$ cat config.mk
export PLATFORM = sky130hd
export DESIGN_NAME = div_ctrl
export DESIGN_NICKNAME = d
export VERILOG_FILES = /design/src/rtl/div_pkg.sv /design/src/rtl/divu_radix4.sv /design/src/rtl/div_ctrl.sv
export SDC_FILE = /design/constraint.sdc
export NUM_CORES = 1
export LEC_CHECK = 0
export ABC_AREA = 1
export CAP_MARGIN = 10
export CORE_ASPECT_RATIO = 0.75
export CORE_MARGIN = 1
export CORE_UTILIZATION = 49
export DETAILED_ROUTE_END_ITERATION = 6
export GPL_TIMING_DRIVEN = 0
export HOLD_SLACK_MARGIN = 0.06
export PLACE_DENSITY_LB_ADDON = 0.12
export REMOVE_ABC_BUFFERS = 1
export SYNTH_ARGS = -nofsm -noshare
export SYNTH_HDL_FRONTEND = slang
export SYNTH_SLANG_ARGS = --single-unit
$ cat constraint.sdc
create_clock -name clk -period 9.8 [get_ports clk]
set_input_delay 2.45 -clock clk [delete_from_list [all_inputs] [get_ports clk]]
set_output_delay 2.45 -clock clk [all_outputs]
set_load 0.005 [all_outputs]
$ cat src/rtl/div_pkg.sv
// Shared definitions for the divide controller: op encodings, FSM states, default width.
package div_pkg;

   localparam int DIV_WIDTH = 32;

   typedef enum logic [1:0] {
      OP_DIV  = 2'b00,
      OP_DIVU = 2'b01,
      OP_REM  = 2'b10,
      OP_REMU = 2'b11
   } div_op_e;

   typedef enum logic [1:0] {
      ST_IDLE = 2'b00,
      ST_RUN  = 2'b01,
      ST_DONE = 2'b10
   } div_state_e;

   function automatic logic is_signed_op(input logic [1:0] op);
      return (op == OP_DIV) || (op == OP_REM);
   endfunction

endpackage

$ cat src/rtl/divu_radix4.sv
// Unsigned radix-4 iterative divider: two quotient bits per cycle, WIDTH/2 iterations.
module divu_radix4 import div_pkg::*; #(
   parameter int WIDTH = DIV_WIDTH
) (
   input  logic             clk,
   input  logic             reset,
   input  logic             pause,
   input  logic             start,
   input  logic [WIDTH-1:0] dividend,
   input  logic [WIDTH-1:0] divisor,
   output logic             ready,
   output logic             vout,
   output logic [WIDTH-1:0] q,
   output logic [WIDTH-1:0] r
);

   localparam int STEPS = WIDTH / 2;
   localparam int CW    = $clog2(STEPS + 1);

   logic             running;
   logic [CW-1:0]    cnt;
   logic [WIDTH-1:0] acc_p0;
   logic [WIDTH-1:0] rem_p0;
   logic [WIDTH-1:0] dvs_p0;

   logic [WIDTH+1:0] sh, d1, d2, d3, diff;
   logic [1:0]       qd;
   logic [WIDTH-1:0] acc_n, rem_n;

   // Partial remainder is always below the divisor, so the shifted value is below 4*d.
   always_comb begin
      sh = {rem_p0, acc_p0[WIDTH-1 -: 2]};
      d1 = {2'b00, dvs_p0};
      d2 = {1'b0, dvs_p0, 1'b0};
      d3 = d1 + d2;
      qd = 2'd0;
      diff = sh;
      if (sh >= d3) begin
         qd = 2'd3;
         diff = sh - d3;
      end else if (sh >= d2) begin
         qd = 2'd2;
         diff = sh - d2;
      end else if (sh >= d1) begin
         qd = 2'd1;
         diff = sh - d1;
      end
      rem_n = diff[WIDTH-1:0];
      acc_n = {acc_p0[WIDTH-3:0], qd};
   end

   always_ff @(posedge clk) begin
      if (reset) begin
         running <= 1'b0;
         vout    <= 1'b0;
         cnt     <= '0;
      end else begin
         vout <= 1'b0;
         if (running) begin
            cnt <= cnt - CW'(1);
            if (cnt == CW'(1)) begin
               running <= 1'b0;
               vout    <= 1'b1;
            end
         end else if (start && !pause) begin
            running <= 1'b1;
            cnt     <= CW'(STEPS);
         end
      end
   end

   always_ff @(posedge clk) begin
      if (running) begin
         acc_p0 <= acc_n;
         rem_p0 <= rem_n;
      end else if (start && !pause) begin
         acc_p0 <= dividend;
         rem_p0 <= '0;
         dvs_p0 <= divisor;
      end
   end

   assign ready = !running;
   assign q     = acc_p0;
   assign r     = rem_p0;

endmodule

$ cat src/rtl/div_ctrl.sv
// Divide/remainder controller: sign handling, special cases, one-entry result cache,
// pause/flush sequencing around the iterative unsigned core.
module div_ctrl import div_pkg::*; #(
   parameter int WIDTH = DIV_WIDTH
) (
   input  logic             clk,
   input  logic             reset,
   input  logic             pause,
   input  logic             flush,
   input  logic             valid_in,
   input  logic [1:0]       op,
   input  logic [WIDTH-1:0] rs1,
   input  logic [WIDTH-1:0] rs2,
   output logic             busy,
   output logic             valid_out,
   output logic [WIDTH-1:0] result
);

   localparam logic [WIDTH-1:0] ONES = '1;
   localparam logic [WIDTH-1:0] MIN  = {1'b1, {(WIDTH-1){1'b0}}};

   function automatic logic [WIDTH-1:0] neg_mod(input logic [WIDTH-1:0] x);
      return ~x + WIDTH'(1);
   endfunction

   function automatic logic [WIDTH-1:0] cond_neg(input logic [WIDTH-1:0] x, input logic n);
      return n ? neg_mod(x) : x;
   endfunction

   div_state_e       state;
   logic             drain, pend, cache_vld;
   logic             core_ready, core_vout, core_start;
   logic [WIDTH-1:0] core_q, core_r, qc, rc;
   logic [WIDTH-1:0] k_rs1, k_rs2, c_rs1, c_rs2, c_q, c_r, q_cap, r_cap;
   logic             k_op0, c_op0, neg_q, neg_r, want_rem;
   logic             sgn, s1, s2, accept, special, hit;
   logic [WIDTH-1:0] sp_q, sp_r;

   assign sgn = is_signed_op(op);
   assign s1  = sgn && rs1[WIDTH-1];
   assign s2  = sgn && rs2[WIDTH-1];

   always_comb begin
      special = 1'b0;
      sp_q    = '0;
      sp_r    = '0;
      if (rs2 == '0) begin
         special = 1'b1;
         sp_q    = ONES;
         sp_r    = rs1;
      end else if (sgn && rs1 == MIN && rs2 == ONES) begin
         special = 1'b1;
         sp_q    = rs1;
      end else if (rs1 == '0) begin
         special = 1'b1;
      end
   end

   assign hit        = cache_vld && rs1 == c_rs1 && rs2 == c_rs2 && op[0] == c_op0;
   assign accept     = valid_in && state == ST_IDLE && !pause && !flush && !drain;
   assign core_start = accept && !special && !hit && core_ready;
   assign qc         = cond_neg(core_q, neg_q);
   assign rc         = cond_neg(core_r, neg_r);
   assign busy       = (state != ST_IDLE) || drain;

   divu_radix4 #(.WIDTH(WIDTH)) u_core (
      .clk      (clk),
      .reset    (reset),
      .pause    (pause),
      .start    (core_start),
      .dividend (cond_neg(rs1, s1)),
      .divisor  (cond_neg(rs2, s2)),
      .ready    (core_ready),
      .vout     (core_vout),
      .q        (core_q),
      .r        (core_r)
   );

   always_ff @(posedge clk) begin
      if (reset) begin
         state     <= ST_IDLE;
         valid_out <= 1'b0;
         result    <= '0;
         drain     <= 1'b0;
         pend      <= 1'b0;
         cache_vld <= 1'b0;
      end else if (flush) begin
         state     <= ST_IDLE;
         valid_out <= 1'b0;
         pend      <= 1'b0;
         cache_vld <= 1'b0;
         drain     <= (drain && !core_vout) || !core_ready;
      end else begin
         if (drain && core_vout)
            drain <= 1'b0;
         unique case (state)
            ST_IDLE: if (accept) begin
               if (special) begin
                  result    <= op[1] ? sp_r : sp_q;
                  valid_out <= 1'b1;
                  state     <= ST_DONE;
               end else if (hit) begin
                  result    <= op[1] ? c_r : c_q;
                  valid_out <= 1'b1;
                  state     <= ST_DONE;
               end else if (core_ready) begin
                  state <= ST_RUN;
               end
            end
            ST_RUN: begin
               if (core_vout)
                  cache_vld <= 1'b1;
               // A completion seen while paused is parked in pend and q_cap/r_cap.
               if (pause) begin
                  if (core_vout)
                     pend <= 1'b1;
               end else if (core_vout || pend) begin
                  result    <= want_rem ? (pend ? r_cap : rc) : (pend ? q_cap : qc);
                  valid_out <= 1'b1;
                  pend      <= 1'b0;
                  state     <= ST_DONE;
               end
            end
            ST_DONE: if (!pause) begin
               state     <= ST_IDLE;
               valid_out <= 1'b0;
            end
            default: state <= ST_IDLE;
         endcase
      end
   end

   always_ff @(posedge clk) begin
      if (core_start) begin
         k_rs1    <= rs1;
         k_rs2    <= rs2;
         k_op0    <= op[0];
         neg_q    <= s1 ^ s2;
         neg_r    <= s1;
         want_rem <= op[1];
      end
      if (core_vout) begin
         q_cap <= qc;
         r_cap <= rc;
      end
      if (state == ST_RUN && core_vout && !flush) begin
         c_rs1 <= k_rs1;
         c_rs2 <= k_rs2;
         c_op0 <= k_op0;
         c_q   <= qc;
         c_r   <= rc;
      end
   end

endmodule
# After elaboration in Yosys (flattened, before gate mapping)
# Cells that the tools add are included.
# Widths: inputs -> output; s select.
[totals] in_bits=71 word_cells=165 output_inout_bits=34 reg_bits=402
[op_classes] n_reduce_logical=48 eq_ne=16 bitwise=7 n_lt_le_gt_ge=3 n_addsub=9 n_mux=57
[ops] op="$mux 32" count=24
[ops] op="$add 32x1->32 const B" count=4
[ops] op="$not 32->32" count=4
[ops] op="$sub 32x32->32" count=3
[ops] op="$eq 32x32->1" count=2
[ops] op="$eq 32x32->1 const B" count=2
[ops] op="$logic_not 32->1" count=2
[ops] op="$pmux 32 s2" count=1
[ops] op="$add 32x33->34" count=1
[ops] op="$ge 34x32->1" count=1
[ops] op="$ge 34x33->1" count=1
[ops] op="$ge 34x34->1" count=1
[ops] op="$logic_and 1x1->1" count=19
[ops] op="$mux 1" count=19
[ops] op="$mux 2" count=9
[ops] op="$reduce_and 6->1" count=2
[ops] op="$mux 5" count=2
[ops] op="$reduce_bool 2->1" count=5
[ops] op="$ne 2x2->1 const B" count=4
[ops] op="$logic_not 1->1" count=7
[ops] op="$pmux 2 s3" count=1
[ops] op="$eq 5x1->1 const B" count=1
[ops] op="$reduce_and 5->1" count=1
[ops] op="$sub 5x1->5 const B" count=1
[ops] op="15 further kinds" count=23

# Depth between registers and ports, before layout
[depth] ltp_word=13 depth_mapped=27 mapped_depth_nobuf=26

# Modules after synthesis
# From an unflattened synthesis, not the netlist that was laid out.
[unflattened] hier_cells=4164 hier_area_um2=29664.7
[by_module_without_submodules] mod="div_ctrl" seq_area_each_um2=8598.2 area_per_inst_um2=16597.2 instances=1 cells_per_inst=2097
[by_module_without_submodules] mod="divu_radix4" seq_area_each_um2=3022.9 area_per_inst_um2=13067.5 instances=1 cells_per_inst=2067

# Worst setup path before layout
# OpenSTA, ideal clock, no wires.
[synth_timing] kind="input to register" startpoint="input port flush" endpoint="register c_op0, enable pin" setup_time_ps=619 arrival_ps=7775 slack_ps=1405 stages=1 path_buffers=0 required_time_ps=9181 cell_sequence="nor2_1"
[synth_between] elab_chain_cells=2
[synth_rtl] item="from (decl)" line="div_ctrl.sv:9" text="input logic flush,"
[synth_rtl] item="$logic_not 1->1" line="div_ctrl.sv:146" text="if (state == ST_RUN && core_vout && !flush) begin"
[synth_rtl] item="$logic_and 1x1->1" line="div_ctrl.sv:146"
[synth_rtl] item="to (signal assigned)" line="div_ctrl.sv:149" text="c_op0 <= k_op0;"
[synth_rtl] item="to (decl)" line="div_ctrl.sv:35" text="logic k_op0, c_op0, neg_q, neg_r, want_rem;"
# No other way between the ends.
# A chain may end at the register's enable or synchronous reset.

# Final worst setup path
[layout_timing] startpoint="input port rs1[0]" endpoint="register u_core.dvs_p0[26], enable pin"
[layout_between] elab_chain_cells=11 word_cells_on_any_way=18 cone_classes="eq/ne: 2; mux: 3; reduce/logical: 13"
[layout_rtl] item="from (decl)" line="div_ctrl.sv:12" text="input logic [WIDTH-1:0] rs1,"
[layout_rtl] item="$eq 32x32->1" line="div_ctrl.sv:51" text="end else if (sgn && rs1 == MIN && rs2 == ONES) begin"
[layout_rtl] item="$logic_and 1x1->1 (2 in a row)" line="div_ctrl.sv:51"
[layout_rtl] item="$mux 1" line="div_ctrl.sv:51"
[layout_rtl] item="$mux 1" line="div_ctrl.sv:47" text="if (rs2 == '0) begin"
[layout_rtl] item="$logic_not 1->1" line="div_ctrl.sv:61" text="assign core_start = accept && !special && !hit && core_ready;"
[layout_rtl] item="$logic_and 1x1->1" line="div_ctrl.sv:61"
[layout_rtl] item="$logic_and 1x1->1 * (2 in a row)" line="div_ctrl.sv:61"
[layout_rtl] item="$logic_and 1x1->1 *" line="divu_radix4.sv:76" text="end else if (start && !pause) begin"
[layout_rtl] item="$reduce_and 2->1 (no source line) *"
[layout_rtl] item="to (signal assigned)" line="divu_radix4.sv:79" text="dvs_p0 <= divisor;"
[layout_rtl] item="to (decl)" line="divu_radix4.sv:24" text="logic [WIDTH-1:0] dvs_p0;"
# Mark *: on every way between the ends. The rest lies on a longest branch, timed or not.

==> metrics <==
Initial Util=49.73%; Slew Limit Fails=0; maximum clock path buffer count=3; Synth Flop Type=edfxtp_1; CTS tree=done; I/O pins=105; CTS resizes=0; Root Driver=clkbuf_16; Worst Setup SP=rs1[0]; CTS Hold Bufs=0; pwr/cell area=143.3 mW/mm2; Seq pwr share=42.3%; Area Growth Syn to Fin=11.11%; core area=0.05915 mm2; sw frac=31.78%; DRT antenna net count=0; Setup Viol. Count Final=0; number of synthesized flops with an enable pin=357; crit path DAT=6.06 ns; FF-to-FF Start=u_core.dvs_p0[1]; initial antenna violation count=0; # Max-Cap Violations=0; Yosys reg bits=402; crit path time final=5.888 ns; register area share after synthesis=39.50%; Final Hold Vio Count=0; clock latency on the worst-skew pair=0.58 ns; Pwr Total=4.684 mW; die width=284.9 um; routed len/inst=19.78 um; CTS clk-pin slew, worst paths=0.06 ns; crit start category=primary input; # rows=77; Period Utilization, post-route=60.08%; largest net degree at the start of global routing=63; status=complete, no violations; Yosys warnings=0; htree depth=2; Logic pwr share=22.7%; WS Path Type=in -> reg; Setup Buffers After CTS=0; GPL Wtd Cong=1.035; Yosys cell types=63; vias=27236; GRT overflow=0; global-route wire length before repair=144800 um; Hold Crit Class=reg -> reg; Int Power=3.195 mW; slew at the pin closest to its max-slew limit=1.179 ns; Total GRT Usage=31.13%; vias per inst=5.555; vias in the first global route=24034; Synth async-reset ratio=0%; Post-Syn Area per Cell=7.323 um2; 1st-iter DRT viols=3503; full die area=0.06103 mm2; Die Span Y=214.2 um; Synth top area share=36.44%; static leakage=14.49 nW; layout cell share with drive strength beyond 1=3.914%; sum of negative setup slack=0 ns; Achievable Freq=169.8 MHz; DRC=0; Final nets=4291; Post-Synthesis Cell Area=0.02942 mm2; final core occ=55.26%; Switch Pwr=1.488 mW; CTS Sinks=402; relative slew slack=21.21%; CTS buffer count=42; diodes inserted=0; final clock skew=0.03552 ns; RSZ-0062 raised after global routing=no; IR drop worst, VDD=0.1456 mV; HPWL after DPL=74720 um; Buffers on Ports=104; most frequent cells in the layout=nand2_1 (1143), nor2_1 (519), inv_1 (454); CP Max Fanout=32; Worst Setup End Kind=flip-flop; hold path start=k_rs2[4]; Syn Inst Count=4017; reg-to-reg setup timing slack=4.17 ns; DR pass1 iterations=6; Synth area leader=edfxtp_1; commonest non-fill, non-tap cell in the layout=nand2_1; WP data required=9.97 ns; total wire length=97000 um; Clock power frac=35.0%; Synth area leaders=edfxtp_1 (36%), nand2_1 (15%), nor2_1 (6.6%)
==> worst max-delay path, cell delays in order <==
cell and delay [ns]:
clkdlybuf4s50_1 0.65, inv_1 0.19, ha_1 0.27, nand3_2 0.10, inv_2 0.04, nand2_1 0.12, nor2_4 0.08, nand4_2 0.18
clkinv_1 0.23, nand2_1 0.12, nand2_1 0.11, nor2_2 0.19, nand4_1 0.34, inv_1 0.94
==> power groups by stage <==
stage,Sequential [mW],Combinational [mW],Clock [mW]
after floorplan,1.98,0.700,0
after global placement,2.02,1.01,0
after detailed placement,2.01,1.03,0
after CTS,1.98,1.04,1.65
after global routing,1.98,1.17,1.72
final,1.98,1.06,1.64
==> flip-flops by register name, indices dropped and copies added, names as in the netlist, 5 cells and up <==
name	count
c_q	32
c_r	32
c_rs1	32
c_rs2	32
k_rs1	32
k_rs2	32
q_cap	32
r_cap	32
result	32
u_core.dvs_p0	32
u_core.q	32
u_core.r	32
u_core.cnt	5
==> per-stage QoR <==
stage | cells | hold WS (ns) | cell area [um2] | setup WS (ns)
after floorplan | 3917 | 0.4003 | 28880 | 1.405
after global placement | 4811 | 0.4001 | 30910 | -2.246
after detailed placement | 4826 | 0.4045 | 31300 | 3.394
after CTS | 4903 | 0.4003 | 32690 | 3.987
after global routing | 4903 | 0.4180 | 32690 | 3.783
final | 4903 | 0.3967 | 32690 | 3.912
==> worst paths after layout <==
check	to	cells after the start
setup / recovery	u_core.dvs_p0[26]	14
hold / removal	c_rs2[4]	0
setup reg to reg	u_core.r[0]	20
hold reg to reg	c_rs2[4]	0
==> area by class of cell <==
| type | instances | area [um2] |
|---|---|---|
| Tap cell | 790 | 988.4 |
| Multi-Input combinational cell | 3024 | 15440 |
| Fill cell | 5751 | 26470 |
| Sequential cell | 402 | 11630 |
| Timing Repair Buffer | 119 | 1389 |
| Clock buffer | 58 | 1184 |
| Inverter | 491 | 1853 |
| Clock inverter | 19 | 205.2 |
==> logic make-up after synthesis <==
logic type                 synth area share (%)
and+or+nand+nor                           30.47
buffers and inverters                     8.115
AOI/OAI and AO/OA                         9.974
DFF                                       39.50
xor gates and xnor gates                  5.002
adders and majority gates                 6.056
muxes                                    0.8847
==> layer usage <==
layer	global-route usage [%]	part of all wire (%)
met1	50.41	48
met2	41.30	38
met3	6.191	12
met4	7.701	2.4
met5	0	0
==> synth_stat cells, types with 6 or more instances <==
cell type / number
nand2_1: 1144
nor2_1: 521
inv_1: 457
edfxtp_1: 357
nand3_1: 300
a21oi_1: 201
o21ai_0: 182
ha_1: 136
xor2_1: 117
o21ai_1: 73
nand4_1: 65
xnor2_1: 51
clkbuf_1: 46
nor3_1: 46
dfxtp_1: 45
buf_2: 28
inv_2: 28
mux2i_1: 26
nand3b_1: 18
o21bai_1: 18
o211ai_1: 16
buf_6: 13
nor2_2: 10
a31oi_1: 9
a21o_1: 8
buf_4: 8
o21a_1: 8
o22ai_1: 7
nand2_2: 6
nor4_1: 6
Power figures use the tool's default switching activity.
